[config.mk]
export PLATFORM = sky130hd
export DESIGN_NAME = aes_req_arbiter
export DESIGN_NICKNAME = d
export VERILOG_FILES = /design/src/rtl/aes_req_arbiter.sv
export SDC_FILE = /design/constraint.sdc
export NUM_CORES = 1
export LEC_CHECK = 0
export ABC_AREA = 0
export CAP_MARGIN = 20
export CORE_AREA = 2 2 415 417
export DETAILED_ROUTE_END_ITERATION = 8
export DIE_AREA = 0 0 417 419
export MAX_ROUTING_LAYER = met4
export PLACE_DENSITY = 0.3
export RECOVER_POWER = 25
export SLEW_MARGIN = 20
export SYNTH_ARGS = -nofsm -noshare
export SYNTH_HDL_FRONTEND = slang
export SYNTH_SLANG_ARGS = --single-unit
[constraint.sdc]
create_clock -name clk -period 3.3 [get_ports clk]
set_clock_uncertainty 0.15 [all_clocks]
set_input_delay 0.66 -clock clk [delete_from_list [all_inputs] [get_ports clk]]
set_output_delay 0.66 -clock clk [all_outputs]
set_load 0.02 [all_outputs]
[src/rtl/aes_req_arbiter.sv]
// -----------------------------------------------------------------------------
// aes_req_arbiter
//   Shares a single, unmodified AES core among N_REQ requesters. Jobs are
//   granted round-robin with one job outstanding at a time. The arbiter pulses
//   the core start, waits for a genuine ready (a level that was already high at
//   launch is ignored), and returns the result to the granted requester. A job
//   whose core never answers is abandoned after TIMEOUT_CYCLES with an error.
//   The latency of the last completed job is kept for observation.
//
// Ports
//   clk, rst_n        clock (rising edge), asynchronous active-low reset
//   req_valid_i       per-requester job request
//   req_ready_o       one-hot acceptance of a job (combinational, IDLE only)
//   req_enc_dec_i     per-requester mode, 1 = encrypt
//   req_data_i        per-requester 128-bit block, requester i at [128*i+:128]
//   req_key_i         per-requester 128-bit key,   requester i at [128*i+:128]
//   rsp_valid_o       one-hot result valid, held until the matching rsp_ready_i
//   rsp_ready_i       per-requester result acceptance
//   rsp_data_o        result block (zero on timeout)
//   rsp_err_o         1 = job timed out
//   core_start_o      one-cycle start pulse to the AES core
//   core_enc_dec_o    mode to the core
//   core_data_in_o    block to the core
//   core_key_in_o     key to the core
//   core_data_out_i   core result
//   core_ready_i      core done indicator (pulse or level)
//   busy_o            1 while a job is in flight
//   last_cycles_o     cycles from start to ready of the last completed job
// -----------------------------------------------------------------------------
module aes_req_arbiter #(
  parameter int N_REQ          = 2,
  parameter int TIMEOUT_CYCLES = 200,
  parameter int CNT_W          = 16
) (
  input  logic                   clk,
  input  logic                   rst_n,
  input  logic [N_REQ-1:0]       req_valid_i,
  output logic [N_REQ-1:0]       req_ready_o,
  input  logic [N_REQ-1:0]       req_enc_dec_i,
  input  logic [128*N_REQ-1:0]   req_data_i,
  input  logic [128*N_REQ-1:0]   req_key_i,
  output logic [N_REQ-1:0]       rsp_valid_o,
  input  logic [N_REQ-1:0]       rsp_ready_i,
  output logic [127:0]           rsp_data_o,
  output logic                   rsp_err_o,
  output logic                   core_start_o,
  output logic                   core_enc_dec_o,
  output logic [127:0]           core_data_in_o,
  output logic [127:0]           core_key_in_o,
  input  logic [127:0]           core_data_out_i,
  input  logic                   core_ready_i,
  output logic                   busy_o,
  output logic [CNT_W-1:0]       last_cycles_o
);

  localparam int IDX_W = (N_REQ > 1) ? $clog2(N_REQ) : 1;
  localparam logic [IDX_W:0]     N_REQ_W  = (IDX_W+1)'(N_REQ);
  localparam logic [IDX_W-1:0]   RR_RST   = IDX_W'(N_REQ - 1);
  localparam logic [CNT_W-1:0]   TIMEOUT_W = CNT_W'(TIMEOUT_CYCLES);

  typedef enum logic [1:0] {
    ST_IDLE   = 2'd0,
    ST_LAUNCH = 2'd1,
    ST_WAIT   = 2'd2,
    ST_RESP   = 2'd3
  } state_e;

  function automatic logic [N_REQ-1:0] onehot(input logic [IDX_W-1:0] idx);
    logic [N_REQ-1:0] v;
    v      = '0;
    v[idx] = 1'b1;
    return v;
  endfunction

  state_e              state_q, state_d;
  logic [IDX_W-1:0]    rr_ptr_q, rr_ptr_d;
  logic [IDX_W-1:0]    grant_q, grant_d;
  logic                hold_enc_q, hold_enc_d;
  logic [127:0]        hold_data_q, hold_data_d;
  logic [127:0]        hold_key_q, hold_key_d;
  logic [CNT_W-1:0]    cnt_q, cnt_d;
  logic                armed_q, armed_d;
  logic [127:0]        rsp_data_q, rsp_data_d;
  logic                rsp_err_q, rsp_err_d;
  logic [CNT_W-1:0]    last_cycles_q, last_cycles_d;
  logic [N_REQ-1:0]    rsp_valid_q, rsp_valid_d;
  logic                core_start_q, core_start_d;
  logic                busy_q, busy_d;

  logic                gnt_found_s;
  logic [IDX_W-1:0]    gnt_idx_s;
  logic [N_REQ-1:0]    gnt_oh_s;
  logic                sel_enc_s;
  logic [127:0]        sel_data_s;
  logic [127:0]        sel_key_s;
  logic [CNT_W-1:0]    cnt_plus1_s;
  logic                done_s;
  logic                tout_s;

  // Round-robin search: first requesting index after rr_ptr_q, wrapping.
  always_comb begin
    logic [IDX_W:0] cand;
    gnt_found_s = 1'b0;
    gnt_idx_s   = '0;
    for (int k = 1; k <= N_REQ; k++) begin
      cand = {1'b0, rr_ptr_q} + (IDX_W+1)'(k);
      if (cand >= N_REQ_W) begin
        cand = cand - N_REQ_W;
      end else begin
        cand = cand;
      end
      if (!gnt_found_s && req_valid_i[cand[IDX_W-1:0]]) begin
        gnt_found_s = 1'b1;
        gnt_idx_s   = cand[IDX_W-1:0];
      end else begin
        gnt_found_s = gnt_found_s;
      end
    end
  end

  // AND-OR mux of the candidate's job fields.
  always_comb begin
    gnt_oh_s   = onehot(gnt_idx_s);
    sel_enc_s  = 1'b0;
    sel_data_s = '0;
    sel_key_s  = '0;
    for (int i = 0; i < N_REQ; i++) begin
      sel_enc_s  = sel_enc_s  | (gnt_oh_s[i] & req_enc_dec_i[i]);
      sel_data_s = sel_data_s | ({128{gnt_oh_s[i]}} & req_data_i[128*i +: 128]);
      sel_key_s  = sel_key_s  | ({128{gnt_oh_s[i]}} & req_key_i[128*i +: 128]);
    end
  end

  // Completion needs an armed ready; timeout only fires if completion does not.
  always_comb begin
    cnt_plus1_s = cnt_q + CNT_W'(1);
    done_s      = (state_q == ST_WAIT) && core_ready_i && armed_q;
    tout_s      = (state_q == ST_WAIT) && (cnt_plus1_s == TIMEOUT_W) && !done_s;
  end

  // FSM state register.
  always_ff @(posedge clk or negedge rst_n) begin
    if (!rst_n) begin
      state_q <= ST_IDLE;
    end else begin
      state_q <= state_d;
    end
  end

  // FSM next-state logic.
  always_comb begin
    state_d = state_q;
    case (state_q)
      ST_IDLE: begin
        if (gnt_found_s) state_d = ST_LAUNCH;
        else             state_d = ST_IDLE;
      end
      ST_LAUNCH: state_d = ST_WAIT;
      ST_WAIT: begin
        if (done_s || tout_s) state_d = ST_RESP;
        else                  state_d = ST_WAIT;
      end
      ST_RESP: begin
        if (rsp_ready_i[grant_q]) state_d = ST_IDLE;
        else                      state_d = ST_RESP;
      end
      default: state_d = ST_IDLE;
    endcase
  end

  // FSM outputs: next values of the registered strobes plus the combinational accept.
  always_comb begin
    core_start_d = (state_d == ST_LAUNCH);
    busy_d       = (state_d != ST_IDLE);
    if (state_d == ST_RESP) begin
      rsp_valid_d = onehot(grant_q);
    end else begin
      rsp_valid_d = '0;
    end
    if ((state_q == ST_IDLE) && gnt_found_s) begin
      req_ready_o = gnt_oh_s;
    end else begin
      req_ready_o = '0;
    end
  end

  // Datapath next-state: job capture, wait counter, result capture, rr update.
  always_comb begin
    rr_ptr_d      = rr_ptr_q;
    grant_d       = grant_q;
    hold_enc_d    = hold_enc_q;
    hold_data_d   = hold_data_q;
    hold_key_d    = hold_key_q;
    cnt_d         = cnt_q;
    armed_d       = armed_q;
    rsp_data_d    = rsp_data_q;
    rsp_err_d     = rsp_err_q;
    last_cycles_d = last_cycles_q;
    case (state_q)
      ST_IDLE: begin
        if (gnt_found_s) begin
          grant_d     = gnt_idx_s;
          hold_enc_d  = sel_enc_s;
          hold_data_d = sel_data_s;
          hold_key_d  = sel_key_s;
        end else begin
          grant_d     = grant_q;
        end
      end
      ST_LAUNCH: begin
        cnt_d   = '0;
        armed_d = 1'b0;
      end
      ST_WAIT: begin
        if (cnt_q < TIMEOUT_W) cnt_d = cnt_plus1_s;
        else                   cnt_d = cnt_q;
        // A ready already high at launch is stale until it has been seen low.
        armed_d = armed_q | ~core_ready_i;
        if (done_s) begin
          rsp_data_d    = core_data_out_i;
          rsp_err_d     = 1'b0;
          last_cycles_d = cnt_plus1_s;
        end else if (tout_s) begin
          rsp_data_d    = '0;
          rsp_err_d     = 1'b1;
          last_cycles_d = TIMEOUT_W;
        end else begin
          rsp_data_d    = rsp_data_q;
        end
      end
      ST_RESP: begin
        if (rsp_ready_i[grant_q]) rr_ptr_d = grant_q;
        else                      rr_ptr_d = rr_ptr_q;
      end
      default: cnt_d = cnt_q;
    endcase
  end

  // Datapath and output registers.
  always_ff @(posedge clk or negedge rst_n) begin
    if (!rst_n) begin
      rr_ptr_q      <= RR_RST;
      grant_q       <= '0;
      hold_enc_q    <= 1'b0;
      hold_data_q   <= '0;
      hold_key_q    <= '0;
      cnt_q         <= '0;
      armed_q       <= 1'b0;
      rsp_data_q    <= '0;
      rsp_err_q     <= 1'b0;
      last_cycles_q <= '0;
      rsp_valid_q   <= '0;
      core_start_q  <= 1'b0;
      busy_q        <= 1'b0;
    end else begin
      rr_ptr_q      <= rr_ptr_d;
      grant_q       <= grant_d;
      hold_enc_q    <= hold_enc_d;
      hold_data_q   <= hold_data_d;
      hold_key_q    <= hold_key_d;
      cnt_q         <= cnt_d;
      armed_q       <= armed_d;
      rsp_data_q    <= rsp_data_d;
      rsp_err_q     <= rsp_err_d;
      last_cycles_q <= last_cycles_d;
      rsp_valid_q   <= rsp_valid_d;
      core_start_q  <= core_start_d;
      busy_q        <= busy_d;
    end
  end

  assign rsp_valid_o    = rsp_valid_q;
  assign rsp_data_o     = rsp_data_q;
  assign rsp_err_o      = rsp_err_q;
  assign core_start_o   = core_start_q;
  assign core_enc_dec_o = hold_enc_q;
  assign core_data_in_o = hold_data_q;
  assign core_key_in_o  = hold_key_q;
  assign busy_o         = busy_q;
  assign last_cycles_o  = last_cycles_q;

endmodule

==> run metrics <==
antenna violations before repair=33; worst hold slack=0.335 ns; end of the critical path=req_ready_o[1]; post-synth top area share=60.8%; latest clock arrival within the worst-skew pair=0.64 ns; Max Cap Viol=1; Filler cells=18800; clock tree from TritonCTS=yes; setup slack after layout=0.162 ns; most instantiated library cell after synthesis=dfrtp_1; worst path required time=2.49 ns; CP Launch Type=flip-flop; drt wl/cell=23.3 um; Synth async-reset ratio=100%; FF-to-FF path depth=9; vias in the first global route=about 19000; Worst Hold Class=reg -> reg; Final Max Slew Viols=50; Lkg Pwr=14.4 nW; multi-input logic area=5320 sq um; RSZ-0062 raised after global routing=false; DRT iter0 DRCs=about 2000; die area=175000 sq um; first-pass GRT wire length=156000 um; reg-to-reg critical path startpoint=cnt_q[0]$_DFFE_PN0P_; count of buffers from port buffering=1056; Sink Count=427; Synthesis Warnings=0; Synth area leader=dfrtp_1; Chip Height=about 420 um; CTS root buffer=clkbuf_16; area grow syn2layout=90.2%; GPL Wtd Cong=0.798; Synth top cells by count=dfrtp_1, nand2_1, inv_1, a222oi_1, clkbuf_1; reg2reg setup slack=0.29 ns; Worst Setup End Kind=primary output; final period utilization=95.1%; ranking of synthesized cells by area=dfrtp_1, a222oi_1, nand2_1; failing checks=design-rule violations, max-capacitance violations, max-slew violations; Nets=3357; layout cell share with drive strength beyond 1=6.51%; buffer depth of the longest clock path=3; Post-synth EDFFs=0; Post-Syn Instances=around 1600; FP Rows=152; setup_tns=0 ns; crit path DAT=2.33 ns; Total Routing Usage GR=13.1%; Initial Utilization=10.3%; final WL=~120000 um; antenna viol nets, final=0; Post-DP HPWL=89700 um; Fin. Hold Viols=0; status=finished, violations left; Post-Syn Nets=2301; Num CTS Buffers=66; via count=approximately 18000; TritonRoute pass-1 iters=9; CP startpoint=state_q[0]$_DFF_PN0_; CP max FO=4; critical path type=reg -> out; clk slew on worst S/H paths=0.05 ns; capturing point of the worst reg2reg path=last_cycles_o[5]$_DFFE_PN0P_; worst slew pin tran=about 2.3 ns; register area=roughly 11000 sq um; largest net degree at the start of global routing=76; core box area=about 170000 sq um; Cell variety after synth=48; Layout Utilization=19.6%; htree depth=3; final setup fails=0; # DRC=3; Die X=417 um; Seq cells post-synth=427; Slew headroom=-55.6%; synthesized area=around 18000 sq um; global route overflow=0; Place WS=around 0.26 ns; pwr/cell area=between 900 and 1000 nW/um^2; Primary FF master, synth=dfrtp_1; FMAX=319 MHz; vias per cell=3.57; syn avg cell area=10.7 sq um; VDD IR-drop max=0.328 mV; Seq/Total Area, Yosys=60.9%; Min Clock Period, post-route=3.14 ns; I/O pin cnt=1057
## sequential cells by signal, summed over array words and instances, names as in the netlist
name            cells
rsp_err_o           1
busy_o              1
core_data_in_o    128
last_cycles_o      16
core_start_o        1
cnt_q              16
core_enc_dec_o      1
grant_q             1
rr_ptr_q            1
armed_q             1
state_q             2
rsp_data_o        128
rsp_valid_o         2
core_key_in_o     128
## worst min path at each step
stage,cells after the start,endpoint,slack (ns),startpoint
6_report,2,core_key_in_o[100]$_DFFE_PN0P_,0.34,core_key_in_o[100]$_DFFE_PN0P_
2_1_floorplan,0,armed_q$_DFFE_PN0P_,0.21,rst_n
3_5_place_dp,2,core_key_in_o[65]$_DFFE_PN0P_,0.33,core_key_in_o[65]$_DFFE_PN0P_
5_1_grt,3,rsp_data_o[49]$_DFFE_PN0P_,0.34,core_data_out_i[49]
4_1_cts,3,rsp_data_o[55]$_DFFE_PN0P_,0.30,core_data_out_i[55]
3_3_place_gp,2,core_key_in_o[72]$_DFFE_PN0P_,0.32,core_key_in_o[72]$_DFFE_PN0P_
## final cells by class
cell class,count,area share (%)
Sequential cell,427,32.0
Inverter,266,2.99
Clock inverter,12,0.454
Clock buffer,103,5.82
Multi-Input combinational cell,809,15.9
Antenna cell,26,0.195
Tap cell,2233,8.37
Timing Repair Buffer,1131,34.2
## timing repair
item | in CTS | in global routing
hold buffers | 1 | 0
buffers inserted | 0 | 0
endpoints found under the setup margin | 2 | 1
hold endpoints to repair | 42 | 0
resized for setup | 1 | 1
pin swaps | 0 | 0
## where the power goes
part	internal (mW)	switching, mW	leakage, nW	total [mW]
sequential	7.57	1.62	5.37	9.19
clock	4.20	2.82	1.02	7.02
combinational	6.43	8.04	8.05	14.5
total	18.2	12.5	14.4	30.7
## cell families after synthesis
| logic type | Yosys count | share of synthesized area (%) |
|---|---|---|
| AO/OA/AOI/OAI | 444 | 20.6 |
| buffers and inverters | 409 | 9.09 |
| multiplexers | 2 | 0.114 |
| flip-flops | 427 | 60.9 |
| AND/OR/NAND/NOR | 343 | 8.14 |
| XOR/XNOR | 13 | 0.649 |
| adder cells (fa/ha/maj) | 7 | 0.499 |
## layer usage
layer / share of wire, % / routed length (um) / global-route usage, % / up-vias
li1: - / - / - / 8092
met1: 37 / 42900 / 13.5 / 8903
met2: 52 / 60900 / 22.8 / 775
met3: 8.5 / 9900 / 4.96 / 123
met4: 2.6 / 3000 / 4.15 / 0
met5: 0 / 0 / - / -
## cells in the final DEF (no fill, tap or decap), types with 5 or more instances in the layout
master	n
clkbuf_1	25
buf_12	24
o21ai_1	33
ha_1	6
inv_1	266
and2_1	8
clkinv_2	5
nor2_1	11
xnor2_1	10
o22ai_1	13
or3_1	5
buf_4	44
o21ai_0	106
a222oi_1	257
nand3_1	9
a21oi_1	10
clkbuf_8	11
diode_2	26
clkbuf_16	68
clkbuf_2	5
dfrtp_1	426
clkdlybuf4s50_1	1054
nand2_1	283
## critical path, stage by stage, from the launching register on
cell and delay (ns):
dfrtp_1 0.42, inv_1 0.12, ha_2 0.25, nand2_1 0.10, a21oi_4 0.17, clkdlybuf4s50_1 0.63
## stage by stage
stage	std cells	total power, mW	cell area (sq um)
2_1_floorplan	1645	15.3	17500
3_3_place_gp	4865	24.2	31200
3_5_place_dp	4865	24.1	31200
4_1_cts	4981	31.5	33300
5_1_grt	5006	32.6	33400
6_report	5007	30.7	33400
No activity file was read; power rests on OpenSTA's default activity.
